File: src/rtl/cpu_pkg.sv
// Shared CPU definitions for the front end: data widths, reset PC default,
// squash NOP and the fetch-queue entry layout.
package cpu_pkg;

  localparam int unsigned XLEN        = 32;
  localparam int unsigned INSTR_BYTES = 4;

  localparam logic [XLEN-1:0] RESET_PC_DEFAULT = 32'h0000_0000;
  localparam logic [XLEN-1:0] NOP              = 32'h0000_0013;

  typedef struct packed {
    logic [XLEN-1:0] instr;
    logic [XLEN-1:0] pc;
    logic [XLEN-1:0] pc_plus4;
  } fetch_entry_t;

endpackage

File: src/rtl/fetch_queue.sv
// Two-entry fetch FIFO: head register feeding decode plus one skid register.
// Flush empties it; callers guarantee no push when full without a pop.
module fetch_queue
  import cpu_pkg::*;
(
  input  logic         clk,
  input  logic         rst_n,
  input  logic         flush,
  input  logic         push,
  input  logic         pop,
  input  fetch_entry_t push_entry,
  output logic         valid,
  output logic [1:0]   count,
  output fetch_entry_t head
);

  logic [1:0]   count_q;
  fetch_entry_t head_q;
  fetch_entry_t skid_q;

  always_ff @(posedge clk or negedge rst_n) begin
    if (!rst_n) begin
      count_q <= '0;
      head_q  <= '0;
      skid_q  <= '0;
    end else if (flush) begin
      count_q <= '0;
    end else begin
      // Pushed entry lands in head when head is empty or being vacated by a
      // lone entry; otherwise it queues behind head in the skid slot.
      if (pop && count_q == 2'd2) begin
        head_q <= skid_q;
        if (push) skid_q <= push_entry;
      end else if (push && (count_q == 2'd0 || pop)) begin
        head_q <= push_entry;
      end else if (push) begin
        skid_q <= push_entry;
      end
      count_q <= count_q + {1'b0, push} - {1'b0, pop};
    end
  end

  assign valid = (count_q != 2'd0);
  assign count = count_q;
  assign head  = head_q;

endmodule

File: src/rtl/fetch_stage.sv
// Instruction-fetch stage: owns the PC, addresses instruction memory
// combinationally and hands {instr, pc, pc+4} to decode via valid/ready.
module fetch_stage
  import cpu_pkg::*;
#(
  parameter logic [31:0] RESET_PC = RESET_PC_DEFAULT,
  parameter int unsigned DEPTH    = 2
) (
  input  logic        clk,
  input  logic        rst_n,
  input  logic        fetchEnable,
  input  logic        redirectValid,
  input  logic [31:0] redirectTarget,
  output logic [31:0] imemAddr,
  input  logic [31:0] imemInstr,
  output logic        ifValid,
  input  logic        idReady,
  output logic [31:0] ifInstr,
  output logic [31:0] ifPc,
  output logic [31:0] ifPcPlus4
);

  localparam logic [1:0] QFULL = 2'(DEPTH);

  logic [31:0]  pc_q;
  logic [1:0]   count;
  logic         valid;
  logic         pop;
  logic         push;
  fetch_entry_t push_entry;
  fetch_entry_t head;

  assign pop  = valid & idReady;
  assign push = fetchEnable & ~redirectValid & ((count < QFULL) | pop);

  always_comb begin
    push_entry          = '0;
    push_entry.instr    = imemInstr;
    push_entry.pc       = pc_q;
    push_entry.pc_plus4 = pc_q + XLEN'(INSTR_BYTES);
  end

  always_ff @(posedge clk or negedge rst_n) begin
    if (!rst_n) begin
      pc_q <= RESET_PC;
    end else if (redirectValid) begin
      pc_q <= {redirectTarget[31:2], 2'b00};
    end else if (push) begin
      pc_q <= pc_q + XLEN'(INSTR_BYTES);
    end
  end

  fetch_queue u_queue (
    .clk        (clk),
    .rst_n      (rst_n),
    .flush      (redirectValid),
    .push       (push),
    .pop        (pop),
    .push_entry (push_entry),
    .valid      (valid),
    .count      (count),
    .head       (head)
  );

  assign imemAddr  = pc_q;
  assign ifValid   = valid;
  assign ifInstr   = head.instr;
  assign ifPc      = head.pc;
  assign ifPcPlus4 = head.pc_plus4;

endmodule

File: config.mk
export PLATFORM = sky130hd
export DESIGN_NAME = fetch_stage
export DESIGN_NICKNAME = d
export VERILOG_FILES = /design/src/rtl/cpu_pkg.sv /design/src/rtl/fetch_queue.sv /design/src/rtl/fetch_stage.sv
export SDC_FILE = /design/constraint.sdc
export NUM_CORES = 1
export LEC_CHECK = 0
export CAP_MARGIN = 20
export CORE_ASPECT_RATIO = 0.75
export CORE_MARGIN = 2
export CORE_UTILIZATION = 28
export DETAILED_ROUTE_END_ITERATION = 10
export MAX_ROUTING_LAYER = met4
export PLACE_DENSITY = 0.48
export SLEW_MARGIN = 15
export SYNTH_ARGS = -nofsm -noshare
export SYNTH_HDL_FRONTEND = slang
export SYNTH_HIERARCHICAL = 1
export SYNTH_SLANG_ARGS = --single-unit
File: constraint.sdc
create_clock -name clk -period 2.5 [get_ports clk]
set_input_delay 0.375 -clock clk [delete_from_list [all_inputs] [get_ports clk]]
set_output_delay 0.375 -clock clk [all_outputs]
set_load 0.05 [all_outputs]
After elaboration in Yosys (flattened, before gate mapping)
Cells that the tools add are included.

ROM bits: 0. Bits of input ports: 69. Latch bits: 0. Memories: 0. Register bits after elaboration: 226. Output and inout port bits: 129. Logic and storage cells: 36. RAM bits: 0.

Bitwise operators: 5. $lt $le $gt $ge: 1. Equal/unequal tests: 2. Div/mod/pow operators: 0. Mux-type cells: 8. Reduce and logical (&&, ||, !) cells: 9. Shifts and indexed selects: 0. $add $sub $neg: 3. Multipliers: 0.

Operators by type and width (count): 96-bit 2-to-1 mux (5); 32-bit 2-to-1 mux (2); 32-bit by 3-bit adder with 32-bit output, second input constant (1); 2-bit nonzero test (3); 2-bit AND reduction (2); 1-bit AND (3); 2-bit by 1-bit adder with 2-bit output (1); 2-bit equality test, second input constant (1); 1-bit logical AND (2); 2-bit logical NOT (1); 2-bit < comparator, second input constant (1); 2-bit 2-to-1 mux (1); 2-bit by 1-bit != test with 1-bit output, second input constant (1); 2-bit by 1-bit subtractor with 2-bit output (1); 1-bit logical OR (1); 1-bit NOT (1); 1-bit OR (1).

Logic depth before layout (Yosys ltp)
Gate-level depths: netlist of run 1.

Depth in word-level cells: 7. Mapped depth: 14. Depth with buffers taken out: 11.

Cells and area by module
The synthesis of run 1 kept the hierarchy.

Modules (own cells, without submodules): fetch_queue (sequential area each 4854.7 um^2, area each 8388.0 um^2, cells an instance 528, instances 1); fetch_stage (sequential area each 750.7 um^2, area each 2585.0 um^2, cells an instance 321, instances 1).

Least setup slack after synthesis of run 1
No wires, ideal clock.

Path type: flip-flop to flip-flop. From: reg u_queue.count_q[1], in the netlist u_queue/count[1]. To: reg u_queue/skid_q[0] (netlist bit). Path buffers: 5. Slack: -0.260 ns. Stages on the path, launching flop included: 13. Data required time: 2.375 ns. Library setup time: 0.125 ns. Clock period less this slack: 2.760 ns. Arrival time: 2.635 ns. Cell sequence: dfrtp_1 > or2_2 > a21bo_2 > buf_6 > nand2_1 > clkbuf_1 > buf_6 > nor2_1 > nand2b_1 > a21oi_1 > buf_2 > buf_4 > mux2_2.

Word-level cells in the longest chain between the ends: 7. Elaborated cells on any way between the ends: 15. Those cells by class: 1 x order compare; 2 x eq/ne; 3 x mux; 3 x bitwise; 6 x reduce/logical.

RTL lines: from (decl) (RTL line fetch_queue.sv:17) `logic [1:0] count_q;`; from (signal assigned) (RTL line fetch_queue.sv:39) `count_q <= count_q + {1'b0, push} - {1'b0, pop};`; 2-bit nonzero test * (RTL line fetch_queue.sv:43) `assign valid = (count_q != 2'd0);`; via ifValid (RTL line fetch_stage.sv:16) `output logic ifValid,`; 1-bit AND * (RTL line fetch_stage.sv:33) `assign pop = valid & idReady;`; 1-bit OR * (RTL line fetch_stage.sv:34) `assign push = fetchEnable & ~redirectValid & ((count < QFULL) | pop);`; 1-bit AND * (RTL line fetch_stage.sv:34); via push (RTL line fetch_stage.sv:29) `logic push;`; 96-bit 2-to-1 mux / 1-bit logical AND (equally long branches); 96-bit 2-to-1 mux / 2-bit by 1-bit != test with 1-bit output (equally long branches); 96-bit 2-to-1 mux / 2-bit AND reduction (equally long branches); to (signal assigned) (RTL line fetch_queue.sv:33) `if (push) skid_q <= push_entry;`; to (signal assigned) (RTL line fetch_queue.sv:37) `skid_q <= push_entry;`; to (decl) (RTL line fetch_queue.sv:19) `fetch_entry_t skid_q;`.

The timed path passes the listed nets; every way through them passes the cells marked *. The select of a mux whose other input is x is not followed. A chain may end at the register's enable or synchronous reset.

Final worst setup path of run 1
From: reg pc_q[7], in the netlist imemAddr[7]. To: out imemAddr[7].

RTL lines: from (decl) (RTL line fetch_stage.sv:25) `logic [31:0] pc_q;`; from (signal assigned) (RTL line fetch_stage.sv:47) `pc_q <= {redirectTarget[31:2], 2'b00};`; from (signal assigned) (RTL line fetch_stage.sv:49) `pc_q <= pc_q + XLEN'(INSTR_BYTES);`; to (decl) (RTL line fetch_stage.sv:14) `output logic [31:0] imemAddr,`.

No word-level cell between the ends.

==> results of run 1 <==
## final cells by class
type,instances,area (um^2),share of cell area
Clock buffer,37,753.2,0.05108
Clock inverter,10,107.6,0.007297
Inverter,5,18.77,0.001273
Multi-Input combinational cell,540,4863,0.3298
Sequential cell,224,5605,0.3801
Tap cell,512,640.6,0.04344
Timing Repair Buffer,267,2758,0.1870
## cell families (layout without fill, tap and decap cells)
| group | count (synthesis) | count (layout) | share of synthesized area |
|---|---|---|---|
| multiplexers | 289 | 289 | 0.2965 |
| AND/OR/NAND/NOR | 147 | 147 | 0.07252 |
| buffers and inverters | 94 | 319 | 0.05291 |
| other | 1 | 10 | 0.0003417 |
| XOR/XNOR | 37 | 37 | 0.02953 |
| adder cells (fa/ha/maj) | 3 | 3 | 0.003421 |
| flip-flops | 224 | 224 | 0.5108 |
| AO/OA/AOI/OAI | 54 | 54 | 0.03398 |
## stage by stage
step	total power, mW	cell area, um^2	TNS [ps]	util
finish	18.14	14750	0	0.3833
global route	19.10	14750	0	0.3833
CTS	18.44	14740	0	0.3830
detailed placement	14.44	13870	-158.3	0.3604
global placement	14.31	13870	-37.08	0.3604
floorplan	11.56	11030	0	-
## worst max-delay path: cells and delay by family (launching register included)
family | cells | cell delay, ps
buf+inv | 2 | 1000
flops | 1 | 460
## placed cells by master (no fill, tap or decap), drive strengths merged, types with 15 or more instances in the layout
master,n
mux2,288
dfrtp,224
clkdlybuf4s50,192
buf,74
clkbuf,37
nor2,32
nand2,30
xor2,25
or4,20
nand4,18
a31oi,15
## routing by layer
| layer | track usage | vias up | part of all wire |
|---|---|---|---|
| met5 | - | - | 0 |
| met1 | 0.2047 | 3679 | 0.48 |
| li1 | - | 3456 | - |
| met3 | 0.02744 | 37 | 0.045 |
| met4 | 0.02680 | 0 | 0.017 |
| met2 | 0.2251 | 136 | 0.46 |
## synthesized netlist by cell type, drive strengths merged (3+ instances only)
library cell  number  area share
xnor2             12      0.0096
or3                4      0.0024
nor2              32       0.011
nand2             30       0.010
dfrtp            224        0.51
nor3               6      0.0027
nand4             18       0.010
ha                 3      0.0034
or4               20       0.014
o31ai             12      0.0082
xor2              25       0.020
o211ai             5      0.0034
nand3             11      0.0050
or2                4      0.0023
mux2             288        0.30
and2               5      0.0029
inv                4      0.0014
o21ai             12      0.0055
and4               6      0.0048
buf               75       0.045
a31oi             15      0.0086
clkbuf            12      0.0042
nand2b             3      0.0017
## flip-flops by register name (all words and copies together) (netlist names)
signal,flops
u_queue/count,2
u_queue/head,96
u_queue/skid_q,96
imemAddr,30
## worst paths after layout
check | cells past startpoint | startpoint | slack, ps | endpoint
min reg2reg | 1 | u_queue/skid_q[9] | 500 | u_queue/skid_q[9]
max in group asynchronous | 3 | rst_n | 1480 | u_queue/skid_q[57]
min in group clk | 3 | redirectTarget[2] | 400 | imemAddr[2]
min | 2 | rst_n | 340 | u_queue/head[92]
max | 2 | imemAddr[7] | 130 | imemAddr[7]
max reg2reg | 8 | imemAddr[2] | 150 | u_queue/head[24]
## power breakdown
part / total [mW] / leakage (nW) / internal, mW / switching (mW)
registers: 6.08 / 2.67 / 5.24 / 0.833
clock network: 3.86 / 0.429 / 2.30 / 1.57
logic: 8.20 / 2.90 / 3.48 / 4.72
## timing repair
item	4_1_cts	5_1_grt
hold buffers	1	0
resized for setup	0	2
hold endpoints to repair	44	0
setup buffers	0	0
endpoints found under the setup margin	0	2
==> results.md, run 1 <==
Yosys:
- A synthesized cell averages ~13 um^2.
- The count of flip-flops with a built-in enable after synthesis is 0.
- After technology mapping, the gate count stands at 849.
- The netlist area before placement is roughly 11000 um^2.
- The post-synthesis register bit count is 224.
- Among all flip-flop cells after synthesis, the most frequent one is sky130_fd_sc_hd__dfrtp_1.
- The number of warnings reported in the yosys synthesis log is 6.
- The async set-reset flop share out of synthesis is 1.000.
- Of the synthesized area, sequential elements account for 0.5108.
- In this run, distinct cell masters in the synthesized netlist total 48.

Setup path:
- At the worst endpoint, the required time is ~2100 ps.
- For the worst setup path, the data arrival time is 2000 ps.
- On the worst path, the slowest cell contributes a delay of 800 ps.
- STA classifies the critical path startpoint as a flip-flop.
- The largest individual stage delay along the critical path comes from the cell sky130_fd_sc_hd__clkdlybuf4s50_1.
- The worst setup path is captured at a primary output.
- Traced cell by cell, the critical path runs through buf_4 > clkdlybuf4s50_1.
- Of all nets on the critical path, the largest fanout is 6.
- The critical path start-end classification is reg -> out.

CTS:
- The number of sinks driven by the clock tree is 224.
- The clock latency on the worst-skew pair is 540 ps.
- Clock tree synthesis selected as its root buffer the cell sky130_fd_sc_hd__clkbuf_16.
- Clock-pin slew was measured on the worst setup and hold paths at 60 ps.
- In this run, CTS created clock tree buffers numbering 26.
- TritonCTS built the clock tree.
- In this run the number of H-tree levels came out at 1.
- The largest buffer count on any clock path is 3.

STA:
- The smallest clock period supported by the final layout is computed as 2374 ps.
- The number of max-slew violations in the final report is 0.
- Static timing analysis puts the maximum clock frequency at 0.4213 GHz.
- Of the available clock period, the critical path in the final layout requires 0.9495.
- Headroom to the max-slew limit came out at 0.5812.
- Setup violations remaining at the end of the flow were counted as 0.
- The post-route worst hold slack is between 300 and 400 ps.
- The worst path setup slack after routing is about 130 ps.
- Setup repair after global routing left no endpoint under its margin.
- The number of hold violations in the final report is 0.
- For the pin with the worst max-slew slack, the measured transition is 626.2 ps.
- The worst-case clock skew is 8.068 ps.

Floorplanning:
- For this configuration, the core starts out at a cell density of 0.2852.
- The area of the die is 40810 um^2.
- The floorplan has 62 rows.
- The floorplan step set the die height to 175.4 um.
- The floorplan step set the die width to 232.6 um.
- The area of the placeable core is a little under 40000 um^2.
- The I/O pin total is 198.

Placed design:
- The worst-case setup slack after placement is -39.51 ps.
- The HPWL after detailed placement is 20370 um.
- The number of cells in the design after placement is 1547.
- The port buffer count is 193.
- The last weighted congestion value of the routability-driven placer is 0.7526.

Layout:
- The repair_antennas step left the layout with diodes totalling 0.
- The non-filler instance count after layout is 1595.
- After the last flow step, the layout net total stands at 1136.
- The area growth from synthesis to layout is 34.39%.
- The share of post-route cells with drive strength above 1 is 0.3850.
- The layout has 3787 filler cells.

Run:
- The count of max-cap constraint violations is 0.

Routing:
- The number of DRC markers in iteration 0 is 349.
- The average vias per placed instance is approximately 4.6.
- The total via count in the routed design is around 7300.
- The total wirelength of the detailed-routed design is 28990 um.
- The first TritonRoute pass finished after 4 iterations.
- Dividing the detail-routed wire length by the instance count gives 18.17 um.
- The count of antenna-violating nets left after detailed routing is 0.
- In the routed design, unresolved DRC markers number 0.

Worst hold path:
- The worst hold-check path type is in -> async.

Global route:
- Entering global routing, the biggest net connects 52 pins.
- The number of global-route vias before repair is just under 8000.
- The initial antenna violation count is 0.
- In the global route stage, overall resource usage came out at 0.1471.
- Summed over all layers, the global routing overflow is 0.
- The wire length of the first global-routing pass is 45770 um.

Power:
- IR analysis of the VDD net gives a maximum drop of 0.0006240 V.
- In this run the static leakage power is 6.001 nW.
- Dividing total power by cell area gives a power density of 1230 nW/um^2.

Run status:
- The run finished with clean final reports.
(Power assumes the default switching activity.)
==> run 2: changes to the inputs <==
--- a/config.mk
+++ b/config.mk
@@ -6,12 +6,14 @@
 export NUM_CORES = 1
 export LEC_CHECK = 0
 export CAP_MARGIN = 20
+export CELL_PAD_IN_SITES_DETAIL_PLACEMENT = 1
+export CELL_PAD_IN_SITES_GLOBAL_PLACEMENT = 1
 export CORE_ASPECT_RATIO = 0.75
 export CORE_MARGIN = 2
 export CORE_UTILIZATION = 28
 export DETAILED_ROUTE_END_ITERATION = 10
 export MAX_ROUTING_LAYER = met4
-export PLACE_DENSITY = 0.48
+export PLACE_DENSITY = 0.57
 export SLEW_MARGIN = 15
 export SYNTH_ARGS = -nofsm -noshare
 export SYNTH_HDL_FRONTEND = slang
==> run 2 against run 1 <==
  * Sequential share of layout area fell by 0.28 points
  * Fmax is 0.16% higher
  * Critical path depth did not move
  * Final area rose by 0.73%
  * Clock skew is 10 ps higher
  * Setup slack gained 3.8 ps
  * Critical path type unchanged
  * Highest routed layer unchanged
==> results.md, run 2 (synthesis gave the netlist of run 1 again) <==
Run status:
- The run finished with clean final reports.

STA:
- The headroom to the max-slew limit is 0.6048 (+0.02358).
- The number of failing setup endpoints in the final timing report came to 0 (unchanged).
- The portion of the clock cycle consumed by the worst path in the final layout is 0.9479 (-0.001524).
- The post-route worst hold slack is 366.2 ps (+30.06 ps).
- The highest achievable clock rate is 0.4220 GHz (+0.16%).
- The transition time of the tightest slew-check pin is 590.9 ps (-35.26 ps).
- The number of hold violations in the final report was 0 (unchanged).
- The post-route setup TNS is 0 ps (unchanged).
- The number of max-slew violations in the final report is 0 (unchanged).
- The clock period minus worst slack is 2370 ps (-3.811 ps).
- The worst path setup slack after routing is 130.1 ps (+3.811 ps).
- The worst-case clock skew came to 18.53 ps (+10.46 ps).

Run:
- The count of max-cap constraint violations is 0 (unchanged).

Floorplanning:
- The area of the placeable core is 38480 um^2 (unchanged).
- The initial core utilization came to 0.2852 (unchanged).
- The I/O pin total is 198 (unchanged).
- The area of the die is 40810 um^2 (unchanged).
- The die width is 232.6 um (unchanged).
- The y dimension of the die was 175.4 um (unchanged).
- The number of rows in the core area was 62 (unchanged).

Global route:
- The initial antenna violation count was 2 (+2).
- The number of global-route vias before repair is 8173 (+5.8%).
- The total congestion overflow after global routing came to 0 (unchanged).
- The maximum number of pins on one net before global-route repair is 62 (+19%).
- The global-route total usage across every layer came to 0.1574 (+0.01030).
- The wire length of the first global-routing pass is 48830 um (+6.7%).

Layout:
- The most frequent standard cell in the layout excluding fill and tap cells is sky130_fd_sc_hd__mux2_2.
- The storage element area is 5605 um^2 (unchanged).
- The net count reported at finish came to 1145 (+0.79%).
- The filler cell count in the final layout is 4077 (+7.7%).
- The library cells used most frequently in the layout, excluding fill and tap cells, are sky130_fd_sc_hd__mux2_2, sky130_fd_sc_hd__dfrtp_1, sky130_fd_sc_hd__clkdlybuf4s50_1, sky130_fd_sc_hd__buf_4, sky130_fd_sc_hd__nor2_1.
- The non-filler instance count after layout is 1603 (+0.50%).
- The share of post-route cells with drive strength above 1 is 0.3939 (+0.008898).
- The area used by multi-input combinational logic was 4916 um^2 (+1.1%).
- The signed area change from the synthesized netlist to the final layout is 35.37%.

Routing:
- The number of detailed-routing iterations run before antenna repair is 4 (unchanged).
- The average vias per placed instance is 4.666 (+1.8%).
- The total via count in the routed design is 7479 (+2.3%).
- The total wirelength of the detailed-routed design is 31010 um (+7.0%).
- The residual DRC count was 0 (unchanged).
- The average wire per standard cell is 19.35 um (+6.4%).
- The count of antenna-violating nets left after detailed routing was 0 (unchanged).
- The number of DRC markers in iteration 0 was 316 (-9.5%).

CTS:
- The clock tree from TritonCTS is done.
- The largest buffer count on any clock path is 3 (unchanged).
- The post-CTS clock slew at the launch and capture registers of the worst setup and hold paths is 60 ps (about the same).
- The clock buffer count from CTS came to 27 (+3.8%).
- The number of H-tree levels is 1 (unchanged).
- The buffer cell driving the clock tree root is sky130_fd_sc_hd__clkbuf_16.
- The number of sinks driven by the clock tree was 224 (unchanged).
- The clock latency on the worst-skew pair is 550 ps (about the same).

Setup path:
- The critical path start-end classification is reg -> out.
- The element type at the critical path end is a primary output.
- The worst-path maximum fanout was 7 (+1).
- Traced cell by cell, the critical path runs through buf_4 > clkdlybuf4s50_1.
- The required time reported for the critical path endpoint was 2120 ps (about the same).
- The kind of cell adding the most delay to the critical path is buffers and inverters.
- The critical path data arrival time is 1990 ps (about the same).
- The setup slack on the worst flop-to-flop path is 150 ps (about the same).
- The critical path's largest stage delay is 810 ps (about the same).
- The launch point of the worst reg-to-reg path is imemAddr[2].
- The critical path depth in cells is 2 (unchanged).
- The largest individual stage delay along the critical path comes from the cell sky130_fd_sc_hd__clkdlybuf4s50_1.
- The worst register-to-register path ends at imemAddr[24].
- The worst setup path is launched from a flip-flop.
- The path depth of the worst reg2reg path was 7 (-1).
- The buffering stage count on the worst path with inverters included is 2 (unchanged).

Placed design:
- The port buffer count came to 193 (unchanged).
- The number of cells in the design after placement is 1552 (+0.32%).
- The worst-case setup slack after placement is -0.8773 ps (+38.63 ps).
- The HPWL after detailed placement came to 21850 um (+7.2%).
- The last weighted congestion value of the routability-driven placer is 0.7344 (-2.4%).

Worst hold path:
- The path class of the tightest hold or removal check is in -> async.

Power:
- The total power is 18.25 mW (+0.65%).
- The static leakage is 6.100 nW (+1.7%).
- The worst-case vdd ir drop is 0.0007519 V (+21%).
- The cell area power density is 1229 nW/um^2 (about the same).
run 2: cell types whose count changed in the layout (fill, tap and decap cells not counted), sizes merged:
cell      change
bufinv        +1
diode         +2
clkinvlp      +1
inv           +1
clkinv        -2
buf           +7
clkbuf        -2
run 2: worst max path at each step:
stage | slack (ps) | from | endpoint
after global placement | 20 | fetchEnable | imemAddr[24]
after detailed placement | -0.9 | fetchEnable | imemAddr[30]
after floorplan | 20 | u_queue/count[1] | u_queue/skid_q[0]
after CTS | 30 | imemAddr[3] | u_queue/head[30]
after global routing | -9 | imemAddr[2] | u_queue/head[30]
final | 130 | imemAddr[10] | imemAddr[10]
run 2: where the power goes:
group / internal (mW) / switching, mW
Combinational: 3.48 / 4.78
Sequential: 5.25 / 0.833
Clock: 2.34 / 1.58
Total: 11.1 / 7.19
run 2: final cells by class:
cell class,count,area share
clock buffers,34,0.04860
diodes,2,0.0003369
multi-input cells,540,0.3309
well taps,512,0.04313
inverters,5,0.001263
repair buffers,275,0.1892
clock inverters,11,0.009181
flip-flops and latches,224,0.3774
run 2: repair_timing:
item	CTS	global route
hold buffers	1	0
endpoints found under the hold margin	55	0
gates resized for setup	0	15
buffers inserted	0	2
setup endpoints to repair	0	4
run 2: metal layers:
metal,global-route usage,wire length [um]
met5,-,0
met4,0.03211,461
met3,0.03166,1258
met2,0.2397,14350
met1,0.2173,14940
run 2: worst reg2reg max path, cell delays in order (launching register included):
cell and delay [ps]:
sky130_fd_sc_hd__dfrtp_1 350, sky130_fd_sc_hd__ha_2 200, sky130_fd_sc_hd__nand4_1 190, sky130_fd_sc_hd__or4_4 560, sky130_fd_sc_hd__buf_4 170, sky130_fd_sc_hd__clkbuf_16 150
sky130_fd_sc_hd__or4_1 490, sky130_fd_sc_hd__a31oi_1 170
run 2: metrics by stage:
step	util	area, um^2
6_report	0.3861	14850
5_1_grt	0.3861	14850
4_1_cts	0.3829	14730
3_5_place_dp	0.3604	13870
3_3_place_gp	0.3604	13870
2_1_floorplan	-	11030
